$ cat src/rtl/seq_multiplier_if.sv
// ----------------------------------------------------------------------------
// seq_multiplier_if
// Operand/result bundle for the sequential shift-add multiplier.
//   a   : multiplicand (WIDTH bits), driven by the master
//   b   : multiplier   (WIDTH bits), driven by the master
//   p   : product      (2*WIDTH bits), driven by the slave, valid when rdy=1
//   rdy : high when p holds the final product
// Modports: master (software/bench side), slave (multiplier side).
// ----------------------------------------------------------------------------
interface seq_multiplier_if #(
  parameter int WIDTH = 32
);
  logic [WIDTH-1:0]   a;
  logic [WIDTH-1:0]   b;
  logic [2*WIDTH-1:0] p;
  logic               rdy;

  modport master (output a, output b, input p, input rdy);
  modport slave  (input a, input b, output p, output rdy);
endinterface

$ cat src/rtl/seq_multiplier.sv
// ----------------------------------------------------------------------------
// seq_multiplier
// Iterative shift-add multiplier: one multiplier bit per clock, LSB first.
// Operands are captured on the first rising edge after reset is released,
// WIDTH further edges accumulate, and the product plus rdy are registered on
// the last of them (edge WIDTH+1 after release). p reads 0 until then.
//
// Ports:
//   clk   : rising-edge clock
//   reset : asynchronous, active-low reset; a new operation starts on release
//   bus   : seq_multiplier_if.slave carrying a, b (in) and p, rdy (out)
//
// Optional build macro: SEQ_MULT_SIGNED_EN
//   defined   -> two's-complement operands; magnitudes are multiplied and the
//                result is negated at the DONE transition if signs differ.
//   undefined -> unsigned operands, no sign logic.
// ----------------------------------------------------------------------------
module seq_multiplier #(
  parameter int WIDTH = 32
) (
  input  logic            clk,
  input  logic            reset,
  seq_multiplier_if.slave bus
);

  localparam int CW = $clog2(WIDTH);

  typedef enum logic [1:0] {LOAD, BUSY, DONE} state_t;

  state_t             r_state;
  logic [CW-1:0]      r_cnt;
  logic [2*WIDTH-1:0] r_mcand;   // multiplicand, pre-shifted by the bit index
  logic [WIDTH-1:0]   r_mplier;  // multiplier, shifted right so bit 0 is current
  logic [2*WIDTH-1:0] r_acc;
  logic [2*WIDTH-1:0] r_p;
  logic               r_rdy;

  logic [WIDTH-1:0]   w_a_mag;
  logic [WIDTH-1:0]   w_b_mag;
  logic [2*WIDTH-1:0] w_addend;
  logic [2*WIDTH-1:0] w_acc_sum;
  logic [2*WIDTH-1:0] w_result;

`ifdef SEQ_MULT_SIGNED_EN
  logic r_neg;

  // The most-negative value negates to itself, which is still the correct
  // magnitude when read as unsigned.
  assign w_a_mag  = bus.a[WIDTH-1] ? (~bus.a + 1'b1) : bus.a;
  assign w_b_mag  = bus.b[WIDTH-1] ? (~bus.b + 1'b1) : bus.b;
  assign w_result = r_neg ? (~w_acc_sum + 1'b1) : w_acc_sum;
`else
  assign w_a_mag  = bus.a;
  assign w_b_mag  = bus.b;
  assign w_result = w_acc_sum;
`endif

  assign w_addend  = r_mplier[0] ? r_mcand : '0;
  // Includes the current bit, so the final edge can register the full product.
  assign w_acc_sum = r_acc + w_addend;

  always_ff @(posedge clk or negedge reset) begin
    if (!reset) begin
      r_state  <= LOAD;
      r_cnt    <= '0;
      r_mcand  <= '0;
      r_mplier <= '0;
      r_acc    <= '0;
      r_p      <= '0;
      r_rdy    <= 1'b0;
`ifdef SEQ_MULT_SIGNED_EN
      r_neg    <= 1'b0;
`endif
    end else begin
      case (r_state)
        LOAD: begin
          r_mcand  <= {{WIDTH{1'b0}}, w_a_mag};
          r_mplier <= w_b_mag;
          r_acc    <= '0;
          r_cnt    <= '0;
`ifdef SEQ_MULT_SIGNED_EN
          r_neg    <= bus.a[WIDTH-1] ^ bus.b[WIDTH-1];
`endif
          r_state  <= BUSY;
        end
        BUSY: begin
          r_acc    <= w_acc_sum;
          r_mcand  <= {r_mcand[2*WIDTH-2:0], 1'b0};
          r_mplier <= {1'b0, r_mplier[WIDTH-1:1]};
          if (r_cnt == CW'(WIDTH - 1)) begin
            r_p     <= w_result;
            r_rdy   <= 1'b1;
            r_state <= DONE;
          end else begin
            r_cnt <= r_cnt + CW'(1);
          end
        end
        DONE: begin
          // Result held until the next reset.
        end
        default: r_state <= LOAD;
      endcase
    end
  end

  assign bus.p   = r_p;
  assign bus.rdy = r_rdy;

endmodule

$ cat src/flat_wrapper.sv
// flat-port wrapper written by rule: the top's interface ports become plain ports
module seq_multiplier_flat 
#(
  parameter int WIDTH = 32
)
  (clk, reset, bus_a, bus_b, bus_p, bus_rdy);
  seq_multiplier_if #(.WIDTH(WIDTH)) bus_i ();
  input  logic clk;
  input  logic reset;
  input wire logic [$bits(bus_i.a)-1:0] bus_a;
  input wire logic [$bits(bus_i.b)-1:0] bus_b;
  output wire logic [$bits(bus_i.p)-1:0] bus_p;
  output wire logic [$bits(bus_i.rdy)-1:0] bus_rdy;
  assign bus_i.a = bus_a;
  assign bus_i.b = bus_b;
  assign bus_p = bus_i.p;
  assign bus_rdy = bus_i.rdy;
  seq_multiplier #(.WIDTH(WIDTH)) u_core (.clk(clk), .reset(reset), .bus(bus_i));
endmodule
$ cat config.mk
export PLATFORM = sky130hd
export DESIGN_NAME = seq_multiplier_flat
export DESIGN_NICKNAME = d
export VERILOG_FILES = /design/src/rtl/seq_multiplier_if.sv /design/src/rtl/seq_multiplier.sv /design/src/flat_wrapper.sv
export SDC_FILE = /design/constraint.sdc
export NUM_CORES = 1
export LEC_CHECK = 0
export CAP_MARGIN = 20
export CORE_AREA = 2 2 268 204
export DETAILED_ROUTE_END_ITERATION = 12
export DIE_AREA = 0 0 270 206
export HOLD_SLACK_MARGIN = 0.06
export SLEW_MARGIN = 20
export SYNTH_ARGS = -nofsm -noshare
export SYNTH_HDL_FRONTEND = slang
export SYNTH_SLANG_ARGS = --single-unit
export TNS_END_PERCENT = 1
$ cat constraint.sdc
create_clock -name clk -period 9.7 [get_ports clk]
set_input_delay 1.94 -clock clk [delete_from_list [all_inputs] [get_ports clk]]
set_output_delay 1.94 -clock clk [all_outputs]
set_load 0.02 [all_outputs]
# Word-level counts from Yosys, hierarchy flattened
# Cells that the tools add are included.
dict set report word_totals {
  reg_bits 232
  elab_cells 28
  in_bits 66
  out_inout_bits 65
}
dict set report classes {
  n_addsub 2
  bitwise_logic 1
  n_eq_ne 5
  n_reduce_logical 5
  mux 8
}
# op count
set ops {}
lappend ops {{64-bit case mux with 2 select lines} 2}
lappend ops {{64-bit adder} 1}
lappend ops {{64-bit 2-to-1 mux} 1}
lappend ops {{32-bit case mux with 2 select lines} 1}
lappend ops {{5-bit case mux with 2 select lines} 1}
lappend ops {{2-bit case mux with 3 select lines} 1}
lappend ops {{2-bit AND reduction} 3}
lappend ops {{5-bit by 1-bit adder with 5-bit output (second input constant)} 1}
lappend ops {{5-bit == test (second input constant)} 1}
lappend ops {{5-bit 2-to-1 mux} 1}
lappend ops {{2-bit by 1-bit == test with 1-bit output (second input constant)} 1}
lappend ops {{2-bit == test (second input constant)} 1}
lappend ops {{2-bit logical NOT} 1}
lappend ops {{2-bit 2-to-1 mux} 1}
lappend ops {{2-bit by 1-bit != test with 1-bit output (second input constant)} 1}
lappend ops {{2-bit != test (second input constant)} 1}
lappend ops {{2-bit nonzero test} 1}
lappend ops {{1-bit NOT} 1}

# Depth between registers and ports, before layout
# Gate-level depths: netlist (run 1).
dict set report depth {
  word_depth 3
  ltp_mapped 16
  ltp_nobuf 15
}

# Least setup slack after synthesis (run 1)
# OpenSTA, ideal clock, no wires.
dict set report synth_path {
  path_kind {register to register}
  start {register u_core.r_mplier[0]}
  end {register u_core.r_p[60] (netlist: u_core.bus.p[60])}
  synth_period_minus_slack_ps 3447
  t_required_ps 9575
  path_stages_with_launch 16
  slack_ps 6253
  t_arrival_ps 3322
  cell_sequence {dfrtp_1 > clkbuf_1 > clkbuf_1 > nand2_1 > fa_1 > nor2b_1 > o31a_1 > o31ai_4 > a21oi_2 > a31oi_2 > o41ai_1 > nor4_1 > nor2_1 > a311oi_1 > xnor2_1 > mux2_2}
}
dict set report synth_between {
  elab_chain_len 2
}
# item line
set synth_lines {}
lappend synth_lines {{from (decl)} seq_multiplier.sv:33} ;# logic [WIDTH-1:0] r_mplier;
lappend synth_lines {{from (signal assigned)} seq_multiplier.sv:78} ;# r_mplier <= w_b_mag;
lappend synth_lines {{from (signal assigned)} seq_multiplier.sv:89} ;# r_mplier <= {1'b0, r_mplier[WIDTH-1:1]};
lappend synth_lines {{64-bit 2-to-1 mux} seq_multiplier.sv:58} ;# assign w_addend = r_mplier[0] ? r_mcand : '0;
lappend synth_lines {{64-bit adder} seq_multiplier.sv:60} ;# assign w_acc_sum = r_acc + w_addend;
lappend synth_lines {{to (signal assigned)} seq_multiplier.sv:91} ;# r_p <= w_result;
lappend synth_lines {{to (decl)} seq_multiplier.sv:35} ;# logic [2*WIDTH-1:0] r_p;
# No other way between the ends.
# A chain may end at the register's enable or synchronous reset.

# Worst setup path in the final report (run 1)
# Ends and elaborated chain as after synthesis.

==> results of run 1 <==
-- cell type report --
cell class              count  area [µm²]
flip-flops and latches    232        5810
clock inverters             8         140
well taps                 722         903
multi-input cells        1075        6930
repair buffers            139        1370
fillers                  5558       37500
inverters                  20        75.1
clock buffers              35         693
-- layout by cell type (no fill, tap or decap), types with 5 or more instances in the layout --
master	n
nand3_1	16
a31oi_1	11
or3_1	6
and3_1	9
ha_1	65
clkbuf_16	25
xnor2_1	34
nand2b_1	6
o21bai_1	11
nor2_1	34
o21ai_0	194
dfrtp_1	230
clkbuf_1	7
nand2_1	254
inv_1	19
a211oi_1	5
and2_1	66
a21oi_1	66
nor3_1	11
nand4_1	16
xor2_1	26
o21a_1	7
nor2b_1	7
buf_4	9
mux2_2	30
a21o_1	39
clkdlybuf4s50_1	129
a22o_1	30
mux2i_1	62
o31ai_1	15
-- power by group through the flow --
stage	clock network [µW]	registers, µW	logic (µW)
after CTS	1030	1400	1410
after global placement	0	1410	1380
after floorplan	0	1530	708
after detailed placement	0	1410	1400
final	991	1390	1390
after global routing	1070	1430	1530
-- worst register-to-register path, stage by stage, from the launching register on --
cell      delay [ps]
dfrtp_1          890
and2_1           230
ha_1             190
inv_1             70
fa_1             400
nor2b_1          180
o31a_1           260
o31ai_4           90
a21oi_2          410
a31oi_2          230
o41ai_1          640
nor4_1           120
nor2_1           310
a311oi_1         180
xnor2_1          170
mux2_2           270
-- sequential cells by signal, summed over array words and instances (netlist names) --
signal and flops:
u_core.r_mplier 32, u_core.bus.rdy 1, u_core.r_mcand 64, u_core.bus.p 64, u_core.r_acc 64, u_core.r_cnt 5
u_core.r_state 2
-- cells by family after synthesis --
kind of cell,share of synthesized area
mux,0.0728
fa+ha+maj,0.0633
compound gates,0.199
buf+inv,0.0341
flops,0.441
xor+xnor,0.0399
simple gates,0.150
-- synthesized netlist by cell type, types with 6 or more instances --
library cell | count | area, µm²
a21o_1 | 39 | 293
o21ai_0 | 194 | 971
nand2b_1 | 6 | 37.5
dfrtp_1 | 232 | 5810
o31ai_1 | 15 | 113
clkbuf_1 | 89 | 334
mux2_2 | 30 | 338
nand4_1 | 16 | 100
o21bai_1 | 11 | 82.6
inv_1 | 19 | 71.3
nand3_1 | 16 | 80.1
a31oi_1 | 11 | 68.8
xnor2_1 | 34 | 298
and3_1 | 9 | 56.3
ha_1 | 65 | 813
or3_1 | 6 | 37.5
nor2b_1 | 7 | 43.8
xor2_1 | 26 | 228
and2_1 | 66 | 413
a21oi_1 | 66 | 330
a22o_1 | 30 | 263
nor3_1 | 11 | 55.1
nor2_1 | 35 | 131
mux2i_1 | 62 | 621
nand2_1 | 255 | 957
o21a_1 | 7 | 52.6
-- stage by stage --
step	setup slack [ps]	area, µm²	cells	hold slack (ps)	utilization
floorplan	6250	13200	1424	444	-
global placement	5180	15100	2188	457	0.282
detailed placement	5040	15100	2188	456	0.282
CTS	5040	15900	2231	475	0.298
global route	4650	15900	2231	491	0.298
finish	4960	15900	2231	469	0.298
-- how the worst max path moves through the flow --
stage / start / end / slack [ps] / depth (start not counted)
after floorplan: u_core.r_mplier[0] / u_core.bus.p[60] / 6250 / 15
after global placement: u_core.r_mplier[0] / u_core.bus.p[60] / 5180 / 15
after detailed placement: u_core.r_mplier[0] / u_core.bus.p[60] / 5040 / 15
after CTS: u_core.r_mplier[0] / u_core.bus.p[60] / 5040 / 15
after global routing: u_core.r_mplier[0] / u_core.bus.p[60] / 4650 / 15
final: u_core.r_mplier[0] / u_core.bus.p[60] / 4960 / 15
-- metal layers --
metal  GRT usage  up-vias  part of all wire
li1            -     5150                 -
met1       0.179     4996              0.49
met2       0.192      259              0.43
met3      0.0288       40             0.066
met4      0.0242        0             0.016
met5           0        -                 0
==> results by group, run 1 <==
Synthesis
  • Mapped cell area: approximately 13000 µm²
  • Synth warn: 0
  • Cell variety after synth: 64
  • Post-synth EDFFs: 0
  • Yosys reg bits: 232
  • Gate Count Post-Synth: 1424
  • Syn nets: 1556
  • Synthesized area per cell: 9.25 µm²
  • Dominant synthesized flop cell: dfrtp_1
  • Sequential share of the synthesized area: 0.441
  • Share of synthesized registers carrying an async set or reset: 1.00

Min path
  • Worst hold start: u_core.bus.rdy
  • Hold Path Sink: u_core.bus.rdy
  • Hold path depth: 1
  • Hold Path Class: register to register

Critical path
  • CP arrival: 5150 ps
  • CP Data Required Time: 10110 ps
  • Crit Path Category: register to register
  • Crit Path Max Fanout: 26
  • CP startpoint kind: register
  • Capture point of the worst reg-to-reg path: u_core.bus.p[60]
  • CP top delay family: compound AO/OA/AOI/OAI gates
  • R2r setup slk: between 4000 and 5000 ps
  • R2r startpoint: u_core.r_mplier[0]
  • Bufs and invs on worst path: 1
  • Max incr delay on CP: 890 ps
  • Nature of the critical path endpoint: register
  • CP max stage cell: dfrtp_1
  • Critical-path cell list: and2_1 -> ha_1 -> inv_1 -> fa_1 -> nor2b_1 -> o31a_1 -> o31ai_4 -> a21oi_2 -> a31oi_2 -> o41ai_1 -> nor4_1 -> nor2_1 -> a311oi_1 -> xnor2_1 -> mux2_2
  • Worst r2r path cells: 15

STA
  • Unrepaired setup endpoints after global routing: false
  • Worst clock skew: 22.5 ps
  • Final hold violation count: 0
  • Worst Max-Slew Pin Slew: 889 ps
  • Worst slew margin: 0.406
  • Setup TNS: 0 ps
  • Peak Freq: between 200 and 250 MHz
  • Setup violators final: 0
  • Slew Viols, Final: 0
  • Final Cycle Share: 0.489
  • Minimum clock period: approximately 4700 ps

Layout
  • # diodes: 0
  • Layout Nets: 1624
  • Syn-to-layout area delta: 21.0%
  • Layout cells sized above 1: 0.0616

Flow run
  • Max Cap Viol: 0

Die
  • Die ar.: around 56000 µm²
  • Core Footprint: 53400 µm²
  • # rows: 74
  • Chip Width: 270 µm
  • IO Count: 131
  • DIE HEIGHT: 206 µm
  • Initial Util: 0.246

Clocking
  • TritonCTS clock tree: built
  • CTS Root Cell: clkbuf_16
  • Max clock buf depth: 3
  • Depth of the CTS H-tree: 1
  • Clk slew on worst S/H paths: 60 ps
  • Resize count post-CTS: 0
  • Later-pin clock latency in the skew report: between 500 and 600 ps
  • TritonCTS Sinks: 232
  • Number of buffers created by CTS: 24
  • CTS Hold Buffers Added: 0
  • Post-CTS Setup Repair Bufs: 0

Route
  • Drt pass-1 iters: 6
  • Final WL: 35.0 mm
  • Wire per inst: 15.7 µm
  • Vias/cell: ~4.7
  • DR iter-0 viols: between 800 and 900
  • Post-DRT Antenna Nets: 0
  • Via Count: 10.4k
  • DRC Markers: 0

Power and ir drop
  • Seq pwr share: 0.369
  • P_leak: 0.00696 µW
  • Peak supply drop: 0.109 mV
  • Combinational power share: 0.368
  • Clock share of power: 0.263
  • Switching share of power: 0.354
  • Power Total: between 3000 and 4000 µW
  • Internal power: 2440 µW
  • P_sw: 1340 µW
  • Power per cell area: between 200 and 250 nW/µm²

Place
  • Dpl hpwl: 25.0 mm
  • Port bufs: 130
  • RD Place Congestion: 0.908

Global route
  • First-pass GRT wire length: 56.6 mm
  • Total track usage: 0.125
  • Total gr overflow: 0
  • Initial antenna violation count: 0
  • Largest net degree at the start of global routing: 95
  • Vias in the first global route: 10.3k

Outcome
  • Outcome: finished clean
Power figures use the tool's default switching activity.
==> run 2: changes to the inputs <==
clock period = 4.6 ns   (was 9.7 ns; I/O delays follow)
==> results by group, run 2 (synthesis gave the netlist of run 1 again) <==
Outcome
  • Outcome: finished clean

Critical path
  • Critical-path cell list: and2_1 -> ha_1 -> inv_1 -> fa_1 -> nor2b_1 -> o31a_1 -> o31ai_4 -> a21oi_2 -> a31oi_2 -> o41ai_1 -> nor4_1 -> nor2_1 -> a311oi_1 -> xnor2_1 -> mux2_2
  • CP max stage cell: dfrtp_1
  • CP Data Required Time: ~5000 ps
  • CP startpoint kind: register
  • Nature of the critical path endpoint: register
  • CP top delay family: compound AO/OA/AOI/OAI gates
  • Crit Path Max Fanout: 18
  • Crit Path Category: register to register
  • Max incr delay on CP: 710 ps
  • Bufs and invs on worst path: 1
  • CP arrival: 4630 ps

Route
  • DRC Markers: 0
  • Vias/cell: 4.73
  • Final WL: between 30 and 40 mm
  • Post-DRT Antenna Nets: 0
  • Via Count: 10.5k
  • Drt pass-1 iters: 5
  • DR iter-0 viols: 678
  • Wire per inst: about 16 µm

Layout
  • Layout cells sized above 1: 0.0610
  • Most common cell after layout, fill and taps aside: nand2_1
  • Syn-to-layout area delta: 20.7%
  • Reg area: 5810 µm²
  • Fillers: 5533
  • Most frequent cells in the layout: 254 x nand2_1, 230 x dfrtp_1, 194 x o21ai_0, 129 x clkdlybuf4s50_1
  • # diodes: 0
  • Core Util, Final: 0.297
  • Layout Nets: 1626
  • Multi-input logic area: 6920 µm²
  • Post-Layout Cell Count: 2229
  • Fin area: 15900 µm²

Place
  • RD Place Congestion: 0.898
  • Placed cell count: 2189
  • Dpl hpwl: between 20 and 30 mm
  • Port bufs: 130
  • Post-DP Area: 15100 µm²

STA
  • Minimum clock period: 4220 ps
  • Hold Worst Slack: 342 ps
  • Worst clock skew: between 30 and 40 ps
  • Final Cycle Share: 0.917
  • Worst Max-Slew Pin Slew: 984 ps
  • Unrepaired setup endpoints after global routing: false
  • Slew Viols, Final: 0
  • Setup violators final: 0
  • Final hold violation count: 0
  • Peak Freq: between 200 and 250 MHz
  • Worst slew margin: 0.344
  • Setup TNS: 0 ps

Power and ir drop
  • P_sw: 2850 µW
  • Seq pwr share: 0.379
  • Power per cell area: 492 nW/µm²
  • P_leak: 0.00693 µW
  • Clock share of power: 0.247
  • Combinational power share: 0.374
  • Switching share of power: 0.365
  • Internal power: 4970 µW
  • Peak supply drop: between 0.2 and 0.3 mV

Clocking
  • TritonCTS Sinks: 232
  • CTS Hold Buffers Added: 0
  • CTS Root Cell: clkbuf_16
  • Clk slew on worst S/H paths: 60 ps
  • Max clock buf depth: 3
  • Later-pin clock latency in the skew report: 560 ps
  • TritonCTS clock tree: built
  • Number of buffers created by CTS: 25
  • Resize count post-CTS: 0
  • Depth of the CTS H-tree: 1
  • Post-CTS Setup Repair Bufs: 0

Die
  • Chip Width: 270 µm
  • Core Footprint: 53400 µm²
  • Initial Util: 0.246
  • IO Count: about 130
  • Die ar.: 55600 µm²
  • # rows: 74
  • DIE HEIGHT: 206 µm

Global route
  • First-pass GRT wire length: 57.5 mm
  • Total track usage: 0.127
  • Vias in the first global route: between 10k and 15k
  • Initial antenna violation count: 0
  • Largest net degree at the start of global routing: 197
  • Total gr overflow: 0

Flow run
  • Max Cap Viol: 0

Min path
  • Hold Path Class: primary input to async pin
-- run 2: area by class of cell --
| cell class | count | share of cell area |
|---|---|---|
| Clock inverter | 6 | 0.00417 |
| Multi-Input combinational cell | 1075 | 0.436 |
| Timing Repair Buffer | 140 | 0.0893 |
| Clock buffer | 34 | 0.0434 |
| Sequential cell | 232 | 0.366 |
| Inverter | 20 | 0.00473 |
| Tap cell | 722 | 0.0569 |
-- run 2: layer usage --
layer	vias up	share of wire	track usage
li1	5151	-	-
met4	0	0.020	0.0298
met3	41	0.062	0.0267
met5	-	0	0
met1	5073	0.49	0.181
met2	284	0.43	0.195
-- run 2: worst paths after layout --
check                              startpoint                   to  slack [ps]  cells past startpoint
max                        u_core.r_mplier[0]     u_core.bus.p[60]         380                     15
max reg2reg                u_core.r_mplier[0]     u_core.bus.p[60]         380                     15
min                                     reset  u_core.r_mplier[25]         340                      1
max in group asynchronous               reset     u_core.bus.p[46]        3130                      2
min reg2reg                    u_core.bus.rdy       u_core.bus.rdy         470                      1
min in group clk               u_core.bus.rdy       u_core.bus.rdy         470                      1
-- run 2: metrics by stage --
step	setup slack (ps)	total power, µW
detailed placement	436	5930
global placement	616	5880
finish	380	7820
CTS	391	7940
floorplan	1150	4720
global route	59.4	8350
-- run 2: worst reg2reg max path: cells and delay by family (launching register included) --
kind	cells	cell delay, ps
DFF	1	710
and+or+nand+nor	4	810
AOI/OAI and AO/OA	6	1410
buffers and inverters	1	80
adders and majority gates	2	620
muxes	1	270
xor gates and xnor gates	1	170
-- run 2: power groups by stage --
| stage | clock network (µW) | logic, µW | registers, µW |
|---|---|---|---|
| 6_report | 1930 | 2930 | 2960 |
| 5_1_grt | 2090 | 3220 | 3030 |
| 4_1_cts | 2020 | 2960 | 2970 |
| 3_5_place_dp | 0 | 2940 | 2990 |
| 3_3_place_gp | 0 | 2900 | 2980 |
| 2_1_floorplan | 0 | 1490 | 3230 |
